==> config.mk <==
export PLATFORM = sky130hd
export DESIGN_NAME = score_text_writer
export DESIGN_NICKNAME = d
export VERILOG_FILES = /design/src/rtl/score_text_writer.sv
export SDC_FILE = /design/constraint.sdc
export NUM_CORES = 1
export LEC_CHECK = 0
export CORE_MARGIN = 5
export CORE_UTILIZATION = 50
export DETAILED_ROUTE_END_ITERATION = 10
export GPL_ROUTABILITY_DRIVEN = 0
export GPL_TIMING_DRIVEN = 0
export PLACE_DENSITY = 0.78
export SLEW_MARGIN = 30
export SYNTH_ARGS = -nofsm -noshare
export SYNTH_HDL_FRONTEND = slang
export SYNTH_SLANG_ARGS = --single-unit
==> constraint.sdc <==
create_clock -name Clk -period 3.15 [get_ports Clk]
set_clock_uncertainty 0.1 [all_clocks]
set_input_delay 0.63 -clock Clk [delete_from_list [all_inputs] [get_ports Clk]]
set_output_delay 0.63 -clock Clk [all_outputs]
set_load 0.02 [all_outputs]
==> src/rtl/score_text_writer.sv <==
// score_text_writer: owns the write port of the 2x80 score text buffer.
// After reset it fills the buffer with spaces and writes the "SCORE" label.
// On each score update it converts the saturated binary score to BCD with a
// sequential double-dabble and writes the digit characters, MS digit first.
module score_text_writer #(
   parameter int SCORE_W   = 20,
   parameter int DIGITS    = 6,
   parameter int COLS      = 80,
   parameter int ROWS      = 2,
   parameter int LABEL_COL = 0,
   parameter int SCORE_COL = 7
) (
   input  logic               Clk,
   input  logic               Reset_n,
   input  logic [SCORE_W-1:0] score,
   input  logic               score_valid,
   output logic [7:0]         wr_addr,
   output logic [7:0]         wr_data,
   output logic               we,
   output logic               busy
);

   localparam int DEPTH     = COLS * ROWS;
   localparam int MAX_SCORE = 10**DIGITS - 1;
   localparam int BCD_W     = 4 * DIGITS;
   localparam int IW        = $clog2(SCORE_W);
   localparam int DW        = $clog2(DIGITS + 1);

   typedef enum logic [2:0] {CLEAR, LABEL, IDLE, CONV, WRITE} state_t;

   state_t             state, state_n;
   logic [7:0]         clr_cnt, clr_cnt_n;
   logic [2:0]         lbl_cnt, lbl_cnt_n;
   logic [IW-1:0]      iter_cnt, iter_cnt_n;
   logic [DW-1:0]      dig_cnt, dig_cnt_n;
   logic               pend, pend_n;
   logic [SCORE_W-1:0] pend_val, pend_val_n;
   logic [SCORE_W-1:0] bin, bin_n;
   logic [BCD_W-1:0]   bcd, bcd_n, adj;
   logic [7:0]         wr_addr_n, wr_data_n;
   logic               we_n, busy_n;
   logic               exit_pt, start;
   logic [SCORE_W-1:0] start_val, sat_val;

   // Clamp scores that cannot be shown in DIGITS decimal places.
   function automatic logic [SCORE_W-1:0] sat_score(input logic [SCORE_W-1:0] v);
      if (v > SCORE_W'(MAX_SCORE))
         return SCORE_W'(MAX_SCORE);
      return v;
   endfunction

   // Double-dabble correction: every BCD nibble >= 5 gets +3 before the shift.
   function automatic logic [BCD_W-1:0] dabble_adj(input logic [BCD_W-1:0] b);
      logic [BCD_W-1:0] r;
      r = b;
      for (int i = 0; i < DIGITS; i++) begin
         if (r[4*i +: 4] >= 4'd5)
            r[4*i +: 4] = r[4*i +: 4] + 4'd3;
      end
      return r;
   endfunction

   // Character codes of the "SCORE" label.
   function automatic logic [7:0] label_char(input logic [2:0] idx);
      case (idx)
         3'd0:    return 8'h53;
         3'd1:    return 8'h43;
         3'd2:    return 8'h4F;
         3'd3:    return 8'h52;
         default: return 8'h45;
      endcase
   endfunction

   // Next-state, counter and registered-output logic.
   always_comb begin
      state_n    = state;
      clr_cnt_n  = clr_cnt;
      lbl_cnt_n  = lbl_cnt;
      iter_cnt_n = iter_cnt;
      dig_cnt_n  = dig_cnt;
      pend_n     = pend;
      pend_val_n = pend_val;
      bin_n      = bin;
      bcd_n      = bcd;
      adj        = '0;
      wr_addr_n  = wr_addr;
      wr_data_n  = wr_data;
      we_n       = 1'b0;
      busy_n     = 1'b1;
      exit_pt    = 1'b0;
      start      = 1'b0;
      start_val  = score;
      sat_val    = '0;

      unique case (state)
         CLEAR: begin
            we_n      = 1'b1;
            wr_addr_n = clr_cnt;
            wr_data_n = 8'h20;
            clr_cnt_n = clr_cnt + 8'd1;
            if (clr_cnt == 8'(DEPTH - 1)) begin
               state_n   = LABEL;
               lbl_cnt_n = '0;
            end
         end
         LABEL: begin
            we_n      = 1'b1;
            wr_addr_n = 8'(LABEL_COL) + 8'(lbl_cnt);
            wr_data_n = label_char(lbl_cnt);
            lbl_cnt_n = lbl_cnt + 3'd1;
            exit_pt   = (lbl_cnt == 3'd4);
         end
         IDLE: begin
            busy_n  = 1'b0;
            exit_pt = 1'b1;
         end
         CONV: begin
            adj = dabble_adj(bcd);
            {bcd_n, bin_n} = {adj[BCD_W-2:0], bin, 1'b0};
            iter_cnt_n = iter_cnt + 1'b1;
            if (iter_cnt == IW'(SCORE_W - 2)) begin
               state_n   = WRITE;
               dig_cnt_n = '0;
            end
         end
         WRITE: begin
            we_n      = 1'b1;
            wr_addr_n = 8'(SCORE_COL) + 8'(dig_cnt);
            wr_data_n = 8'h30 + {4'h0, bcd[BCD_W-1 -: 4]};
            bcd_n     = bcd << 4;
            dig_cnt_n = dig_cnt + 1'b1;
            exit_pt   = (dig_cnt == DW'(DIGITS - 1));
         end
         default: state_n = CLEAR;
      endcase

      // At an exit point a fresh strobe beats the queued value; otherwise a
      // strobe while busy overwrites the one-deep pending slot.
      if (exit_pt) begin
         if (score_valid) begin
            start     = 1'b1;
            start_val = score;
         end else if (pend) begin
            start     = 1'b1;
            start_val = pend_val;
         end else begin
            state_n = IDLE;
         end
      end else if (score_valid) begin
         pend_n     = 1'b1;
         pend_val_n = score;
      end

      // Loading performs the first dabble iteration: BCD is zero, so no
      // correction is needed and the MSB shifts straight in.
      if (start) begin
         sat_val    = sat_score(start_val);
         state_n    = CONV;
         busy_n     = 1'b1;
         pend_n     = 1'b0;
         iter_cnt_n = '0;
         bcd_n      = {{(BCD_W-1){1'b0}}, sat_val[SCORE_W-1]};
         bin_n      = sat_val << 1;
      end
   end

   // Control state and registered outputs, cleared by the asynchronous reset.
   always_ff @(posedge Clk or negedge Reset_n) begin
      if (!Reset_n) begin
         state    <= CLEAR;
         clr_cnt  <= '0;
         lbl_cnt  <= '0;
         iter_cnt <= '0;
         dig_cnt  <= '0;
         pend     <= 1'b0;
         wr_addr  <= '0;
         wr_data  <= 8'h00;
         we       <= 1'b0;
         busy     <= 1'b1;
      end else begin
         state    <= state_n;
         clr_cnt  <= clr_cnt_n;
         lbl_cnt  <= lbl_cnt_n;
         iter_cnt <= iter_cnt_n;
         dig_cnt  <= dig_cnt_n;
         pend     <= pend_n;
         wr_addr  <= wr_addr_n;
         wr_data  <= wr_data_n;
         we       <= we_n;
         busy     <= busy_n;
      end
   end

   // Datapath registers; only meaningful when the control state says so.
   always_ff @(posedge Clk) begin
      bin      <= bin_n;
      bcd      <= bcd_n;
      pend_val <= pend_val_n;
   end

endmodule
==> results of run 1 <==
power by group:
group	internal, W	switching (W)
registers	0.00179	0.000178
logic	0.000520	0.000859
clock network	0.000379	0.000474
layer usage:
metal	up-vias	share of wire, %
li1	1906	-
met5	-	0
met3	13	4.8
met4	0	1.6
met2	107	47
met1	1895	46
final cells by class:
| cell class | instances | area [µm²] | share of cell area (%) |
|---|---|---|---|
| plain buffers | 26 | 141 | 2.36 |
| clock buffers | 9 | 124 | 2.07 |
| clock inverters | 7 | 78.8 | 1.32 |
| inverters | 23 | 86.3 | 1.44 |
| multi-input cells | 345 | 2320 | 38.7 |
| flip-flops and latches | 103 | 2660 | 44.5 |
| well taps | 136 | 170 | 2.84 |
| repair buffers | 40 | 407 | 6.79 |
cell usage after synthesis, drive strengths merged (2+ instances only):
master and instances:
a211oi 5, a21o 4, a21oi 36, a22o 4
a22oi 16, a32o 2, a32oi 5, and2 6
and4 2, buf 15, clkbuf 11, dfrtp 39
dfxtp 23, edfxtp 40, ha 22, inv 23
mux2 7, mux2i 15, nand2 45, nand2b 13
nand3 7, nand3b 2, nand4 4, nor2 30
nor2b 2, nor3 10, nor4 2, nor4b 2
o211ai 2, o21ai 47, o22a 6, o22ai 8
o311ai 2, o31ai 2, o41ai 2, or2 2
or3 2, xnor2 12, xor2 8
worst min-delay path by stage:
stage                                       from                     end  slack [ns]  cells past startpoint
final                                    Reset_n  clr_cnt[7]$_DFFE_PN0P_        0.06                      1
after global routing                     Reset_n  clr_cnt[7]$_DFFE_PN0P_        0.06                      1
after CTS                                Reset_n  clr_cnt[7]$_DFFE_PN0P_        0.06                      1
after detailed placement  wr_addr[2]$_DFFE_PN0P_  wr_addr[2]$_DFFE_PN0P_        0.37                      2
after global placement    wr_addr[1]$_DFFE_PN0P_  wr_addr[1]$_DFFE_PN0P_        0.36                      2
after floorplan                          Reset_n  clr_cnt[0]$_DFFE_PN0P_        0.23                      0
stage by stage:
stage,area (µm²),power [W],instances
after CTS,5990,0.00422,689
final,5990,0.00420,689
after global routing,5990,0.00446,689
after global placement,5760,0.00329,671
after detailed placement,5790,0.00337,673
after floorplan,5210,0.00293,497
state kept, by name, summed over array words and instances, names as in the netlist:
name / flops
state: 3
pend_val: 20
pend: 1
busy: 1
wr_addr: 8
bin: 19
iter_cnt: 5
clr_cnt: 8
bcd: 24
dig_cnt: 3
wr_data: 7
lbl_cnt: 3
we: 1
kinds of logic after synthesis:
group                      after synthesis  synth area share, %
xor gates and xnor gates                20                 3.36
buffers and inverters                   49                 4.37
other                                    1               0.0720
muxes                                   22                 4.76
adders and majority gates               22                 5.29
DFF                                    103                 51.2
AOI/OAI and AO/OA                      147                 18.0
and+or+nand+nor                        133                 13.0
critical path, delay by kind of cell, from the launching register on:
kind | cells | cell delay (ns)
buf+inv | 1 | 0.41
compound gates | 2 | 0.61
simple gates | 2 | 0.60
flops | 1 | 0.48
fa+ha+maj | 1 | 0.24
cells in the final DEF, fill, tap and decap left out, drive strengths merged, types with 5 or more instances in the layout:
master	synthesis	layout
a211oi	5	5
a21oi	36	36
a22oi	16	16
a32oi	5	5
and2	6	6
buf	15	18
clkbuf	11	20
clkdlybuf4s50	0	37
dfrtp	39	39
dfxtp	23	23
edfxtp	40	40
ha	22	22
inv	23	27
mux2	7	7
mux2i	15	15
nand2	45	45
nand2b	13	13
nand3	7	7
nor2	30	30
nor3	10	10
o21ai	47	47
o22a	6	6
o22ai	8	8
xnor2	12	12
xor2	8	8
==> metrics list, run 1 <==
- Average wire per standard cell: 15.8 µm
- The signal on the critical path passes through ha_1, nand4b_1, a21oi_1, o22ai_1, clkbuf_1, nand2_2.
- Share of the synthesized area in the top cell type: 23.1%
- Largest cells by area after synthesis: edfxtp_1, dfrtp_1, dfxtp_1
- For this design the static power due to leakage is 2.43 nW.
- Max-slew headroom at the worst pin: 47.8%
- The critical path ends at bin[1]$_SDFFCE_PN0P_.
- Summing every instance area after synthesis gives 5210 µm².
* Number of enable-type register cells in the synthesized netlist: 40
- Buffers added to address setup during post-CTS repair amount to 0.
- Worst-case setup margin in the final layout: 0.362 ns
- Antenna violations before repair: 0
- STA classifies the critical path endpoint as a flip-flop.
- Signed area change from the synthesized netlist to the final layout: 15.1%
* CTS tree: done
* Clock latency reported for the late side of the worst-skew pair: 0.36 ns
- For met3 alone, demand over resource in global routing was 3.23%.
- Maximum fanout along the worst path: 19
- The initial utilization of the core area, before any placement, comes to 50.9%.
* Maximum VDD drop: 0.345 mV
* Ant diodes: 0
- In this run the worst hold path is classified as in2async.
- Fraction of the yosys area taken by sequential cells: 51.2%
* Cell area power density: 701 nW/µm²
* Number of gates resized after CTS: 0
* Crit path largest cell delay: 0.48 ns
- During I/O placement, the number of pins put on the boundary was 41.
* Clock Tree Root: clkbuf_8
* Maximum achievable frequency: 0.359 GHz
- The total overflow left after global routing is 0.
- Count of fill cells added during filler insertion: 871
* Total number of vias: 3,921
- Among all stages on the critical path, the largest delay is contributed by dfrtp_1.
* Final core utilization: 58.6%
- Setup repair after global routing left no endpoint under its margin.
- The Yosys step of the flow raised 0 warnings.
- Inserted Clock Buffers: 9
- Antenna violation net count after detailed routing: 0
- Timing analysis after detailed placement gives a worst setup slack of 0.0870 ns.
- Input/output buffers: 38
- Flop-to-flop setup slack: 0.36 ns
- Endpoint of the lowest-slack register-to-register path: bin[1]$_SDFFCE_PN0P_
- The count of final max-slew check failures came to 0.
- For the worst setup path, the data required time is 3.06 ns.
- # clock sinks: 103
- Placement row count: 37
- The worst register-to-register path begins at dig_cnt[0]$_DFFE_PN0P_.
- Final Hold Fails: 0
* Top cell type by total area after synthesis: edfxtp_1
* Most crowded layer after global routing: met2
- The H-tree was split into 3 levels.
- The first global-routing pass estimated 18.2 mm of wire.
- Drt first pass iters: 6
* Synthesized area per cell: 10.5 µm²
- After synthesis, the share of flip-flops with an asynchronous set or reset is 38.8%.
* Count of endpoints failing setup in the final report: 0
* Post-detailed-route via-to-cell ratio: 5.69
* Number of DRC violations after detailed-routing iteration 0: 159
- CP startpoint: dig_cnt[0]$_DFFE_PN0P_
* Synthesized instance count: 497
* Proportion of layout cells with a drive suffix above 1: 9.22%
- DRC errors left: 0
* Dpl hpwl: 8.02 mm
- Counting every net in the synthesized netlist gives 542.
* Area of the die: 12,600 µm²
- Post-CTS Hold Fix Bufs: 0
* Die extent in y: 112 µm
- The die is 112 µm wide.
- Global routing consumed, on the met2 layer, 28.9% of the routing resources.
- The worst setup path is launched from a flip-flop.
* Final period util: 88.5%
* Worst Setup Path Type: reg2reg
- The clock period could shrink to 2.79 ns.
- Entering global routing, the biggest net connects 27 pins.
- In the final design database the tool counted 593 nets.
- Among all flip-flop cells after synthesis, the most frequent one is edfxtp_1.
- Run status: completed
* Worst hold slack: 0.0595 ns
- Met1 demand-to-capacity share in global routing: 23.3%
* FF+latch count, synth: 103
- Drt total wl: 10.9 mm
* Length in cells of the worst reg-to-reg path: 6
- After clock tree synthesis, the clock-pin slew on the worst setup and hold paths is 0.10 ns.
- Counting along the longest clock path gives a buffer depth of 2.
- The core region is 10,200 µm².
* Slew at the pin with the worst max-slew slack: 0.772 ns
* Number of global-route vias before repair: 3,897
- After synthesis, the netlist uses 61 different library cells.
- Critical path arrival: 2.70 ns
* Max-Cap Viols: 0
- GRT Resource Usage Total: 17.5%
- Setup TNS after final layout: 0 ns
(Power assumes the default switching activity.)
==> run 2, diff against run 1 <==
--- a/config.mk
+++ b/config.mk
@@ -5,6 +5,7 @@
 export SDC_FILE = /design/constraint.sdc
 export NUM_CORES = 1
 export LEC_CHECK = 0
+export ABC_AREA = 1
 export CORE_MARGIN = 5
 export CORE_UTILIZATION = 50
 export DETAILED_ROUTE_END_ITERATION = 10
==> run 2 against run 1 <==
Flip-flop and latch count did not move; routed wire length rose by 12%; worst setup slack got worse by 0.039 ns; via count rose by 21%; design area rose by 8.5%; largest cell class unchanged; highest routed layer unchanged.
==> metrics list, run 2 <==
- The run finished with clean final reports.
- Of the post-synthesis cell area, the dominant cell type holds 21.3%.
* Number of levels the H-tree was split into: 3
- Die extent in y: 116 µm
- Dpl hpwl: 9.06 mm
* Starting Density: 51.6%
- Largest cells by area after synthesis: edfxtp_1, dfrtp_1, nand2_1
* Top cells by instance count after synthesis: nand2_1, inv_1, o21ai_0
- Prior to clock tree synthesis, the placed netlist has a worst setup slack of 0.317 ns.
- Commonest register cell after synthesis: edfxtp_1
- Max-slew headroom at the worst pin: 48.1%
- Average wire per standard cell: 14.0 µm
* Ports: 41
- Leading cell type in the layout, fill and taps excluded: nand2_1
- The post-route netlist has 8.58% of its cells at a drive strength greater than 1.
- The later pin in the worst-skew pair is clocked with a latency of 0.35 ns.
- Setup violations remaining at the end of the flow were counted as 0.
- Slew Limit Fails: 0
- Post-route minimum period: 2.83 ns
- Area of the die: 13,500 µm²
- Of all nets on the critical path, the largest fanout is 21.
- The floorplan has 38 rows.
* Critical path arrival: 2.79 ns
* Cells traversed along the worst timing path: inv_1, ha_1, nand2_1, inv_1, nand3_2, nand3_4, buf_6, nand2_1, inv_1, nor2_1, inv_1, nor2_1, inv_1
- GRT Resource Usage Total: 19.3%
- CTS tree: done
- Reg power frac: 38.2%
- For this run, the number of Yosys warnings is 0.
* Number of nets in the synthesized netlist: 723
* Worst-case setup margin in the final layout: 0.323 ns
- Total routed wire length on the met1 layer: 5.27 mm
- Portion of total power attributed to combinational logic: 41.0%
- STA classifies the critical path startpoint as a flip-flop.
* Inserted Clock Buffers: 9
- FF+latch count, synth: 103
* Critical path required time: 3.12 ns
- The number of global-route vias before repair was 4,719.
* Share of async-settable or async-resettable flops after synthesis: 38.8%
* Wire length on met2: 6.30 mm
- The synthesized design spends more area on one cell type than any other, namely edfxtp_1.
- Setup total negative slack on the finished layout was measured at 0 ns.
- Post-CTS Hold Fix Bufs: 0
- In the layout the commonest cells are nand2_1, inv_1, o21ai_0, edfxtp_1, dfrtp_1.
- Share of total power in the clock network: 20.8%
* Number of DRC violations after detailed-routing iteration 0: 313
- Global-route wire length before repair: 21.0 mm
* Post-CTS setup buffer count: 0
* Register name with the most flops: bcd
- Port buffering added 38 buffers.
- In this run the power spent charging and discharging nets is 0.00201 W.
- The largest registers in the layout are bcd: 24 flops, pend_val: 20 flops, bin: 19 flops.
* Maximum achievable frequency: 0.354 GHz
- Antenna violations before repair: 0
- Max Root-Sink Buffers: 2
- Signed area change from the synthesized netlist to the final layout: 15.3%
- Highest metal layer used by the detailed router: met4
- Each instance of the synthesized netlist takes up on average 8.32 µm².
- Crit path largest cell delay: 0.59 ns
- After detailed routing, the total wire length is 12.2 mm.
* NumNets Final: 774
- Across the run, the number of max-cap violations was 0.
- At the pin with the least slew margin, the transition time is 0.777 ns.
- Largest register FFs: 24
- Clock-pin slew was measured on the worst setup and hold paths at 0.08 ns.
- Yosys mapped a number of flops with a built-in enable equal to 40.
- Type of destination of the critical path: flip-flop
* Maximum number of pins on one net before global-route repair: 29
- Antenna violation net count after detailed routing: 0
- After floorplanning, the core was sized to cover 10,900 µm².
* # clock sinks: 103
- Total number of vias: 4,743
- Cell seen most often among critical-path stages: inv_1
- The min-delay analysis places its worst path in the category in2async.
- Measured along the x axis, the die boundary spans 116 µm.
* Switching portion of total power: 39.5%
- Detailed routing placed a total of 439 µm of wire on met3.
* Maximum VDD drop: 0.383 mV
* Remaining Overflow, GRT: 0
- The internal portion of the total power is 0.00308 W.
* Cell area power density: 783 nW/µm²
- Final Hold Fails: 0
- After detailed placement, the total cell area comes to 6220 µm².
- Ant diodes: 0
- Summed over all cells, the static leakage comes to 3.13 nW.
* Crit-path slowest cell: inv_1
- The worst setup path is of the reg2reg kind.
- The tree is rooted in a clkbuf_16.
* Post-detailed-route via-to-cell ratio: 5.43
* Most frequent cell after synthesis: nand2_1
* Synthesized cell area: 5640 µm²
* Drt first pass iters: 7
- Setup repair after global routing left no endpoint under its margin.
* Final instance area: 6500 µm²
- DRC errors left: 0
- The worst path uses 89.7% of the clock period.
- Fraction of the yosys area taken by sequential cells: 47.2%
* Synthesized instance count: 678
* Number of distinct standard cells referenced by the synthesized netlist: 44
* Number of gates resized after CTS: 0
-- run 2: cell types whose count changed after synthesis, moves of 8 or more --
| cell | delta |
|---|---|
| nand2_1 | +114 |
| inv_1 | +76 |
| nand3_1 | +23 |
| a22oi_1 | -15 |
| a21oi_1 | -13 |
| nand2b_1 | -13 |
| o21ai_0 | +13 |
| o221ai_1 | +11 |
| mux2i_1 | -10 |
| nand4_1 | +10 |
| nor2_1 | +10 |
| or2_2 | +10 |
| xnor2_1 | -9 |
| xor2_1 | +8 |
-- run 2: power groups by stage --
stage | logic (W) | clock network, W | registers [W]
final | 0.00209 | 0.00106 | 0.00194
after global routing | 0.00239 | 0.00113 | 0.00198
after CTS | 0.00208 | 0.00107 | 0.00194
after detailed placement | 0.00206 | 0 | 0.00197
after global placement | 0.00195 | 0 | 0.00195
after floorplan | 0.00151 | 0 | 0.00195
-- run 2: cell families after synthesis --
kind of cell | share of synthesized area, %
fa+ha+maj | 4.88
xor+xnor | 2.95
flops | 47.2
mux | 1.09
buf+inv | 9.39
simple gates | 21.3
other cells | 0.0665
compound gates | 13.0
-- run 2: worst max-delay path: cells and delay by family (launching register included) --
kind,cells,cell delay [ns]
buffers and inverters,6,1.14
adders and majority gates,1,0.18
DFF,1,0.41
and+or+nand+nor,6,0.70
-- run 2: cell type report --
type                    instances  area, µm²
plain buffers                  28        146
clock buffers                   9        225
clock inverters                 7       53.8
fillers                       982       4430
inverters                     102        383
multi-input cells             445       2450
flip-flops and latches        103       2660
well taps                     140        175
repair buffers                 40        407
-- run 2: through the flow --
step	utilization, %	power, W	cells	hold WS (ns)
floorplan	-	0.00346	678	0.234
global placement	56.6	0.00389	856	0.363
detailed placement	56.9	0.00402	858	0.368
CTS	59.5	0.00509	874	0.0770
global route	59.5	0.00550	874	0.0927
finish	59.5	0.00509	874	0.0676
-- run 2: routing by layer --
layer  up-vias  track usage, %
li1       2339               -
met1      2269            23.5
met2       118            34.7
met3        17            2.85
met4         0            7.35
met5         -               0
-- run 2: path summary, 6_finish.rpt --
| check | start | end | slack (ns) | cells after the start |
|---|---|---|---|---|
| max in group asynchronous | Reset_n | clr_cnt[2]$_DFFE_PN0P_ | 2.43 | 2 |
| worst min register to register | wr_data[6]$_DFFE_PN0P_ | wr_data[6]$_DFFE_PN0P_ | 0.38 | 2 |
| worst max register to register | lbl_cnt[1]$_DFFE_PN0P_ | bcd[0]$_DFFE_PP_ | 0.32 | 13 |
| worst min-delay path | Reset_n | clr_cnt[5]$_DFFE_PN0P_ | 0.07 | 1 |
| min in group Clk | wr_data[6]$_DFFE_PN0P_ | wr_data[6]$_DFFE_PN0P_ | 0.38 | 2 |
| worst max-delay path | lbl_cnt[1]$_DFFE_PN0P_ | bcd[0]$_DFFE_PP_ | 0.32 | 13 |
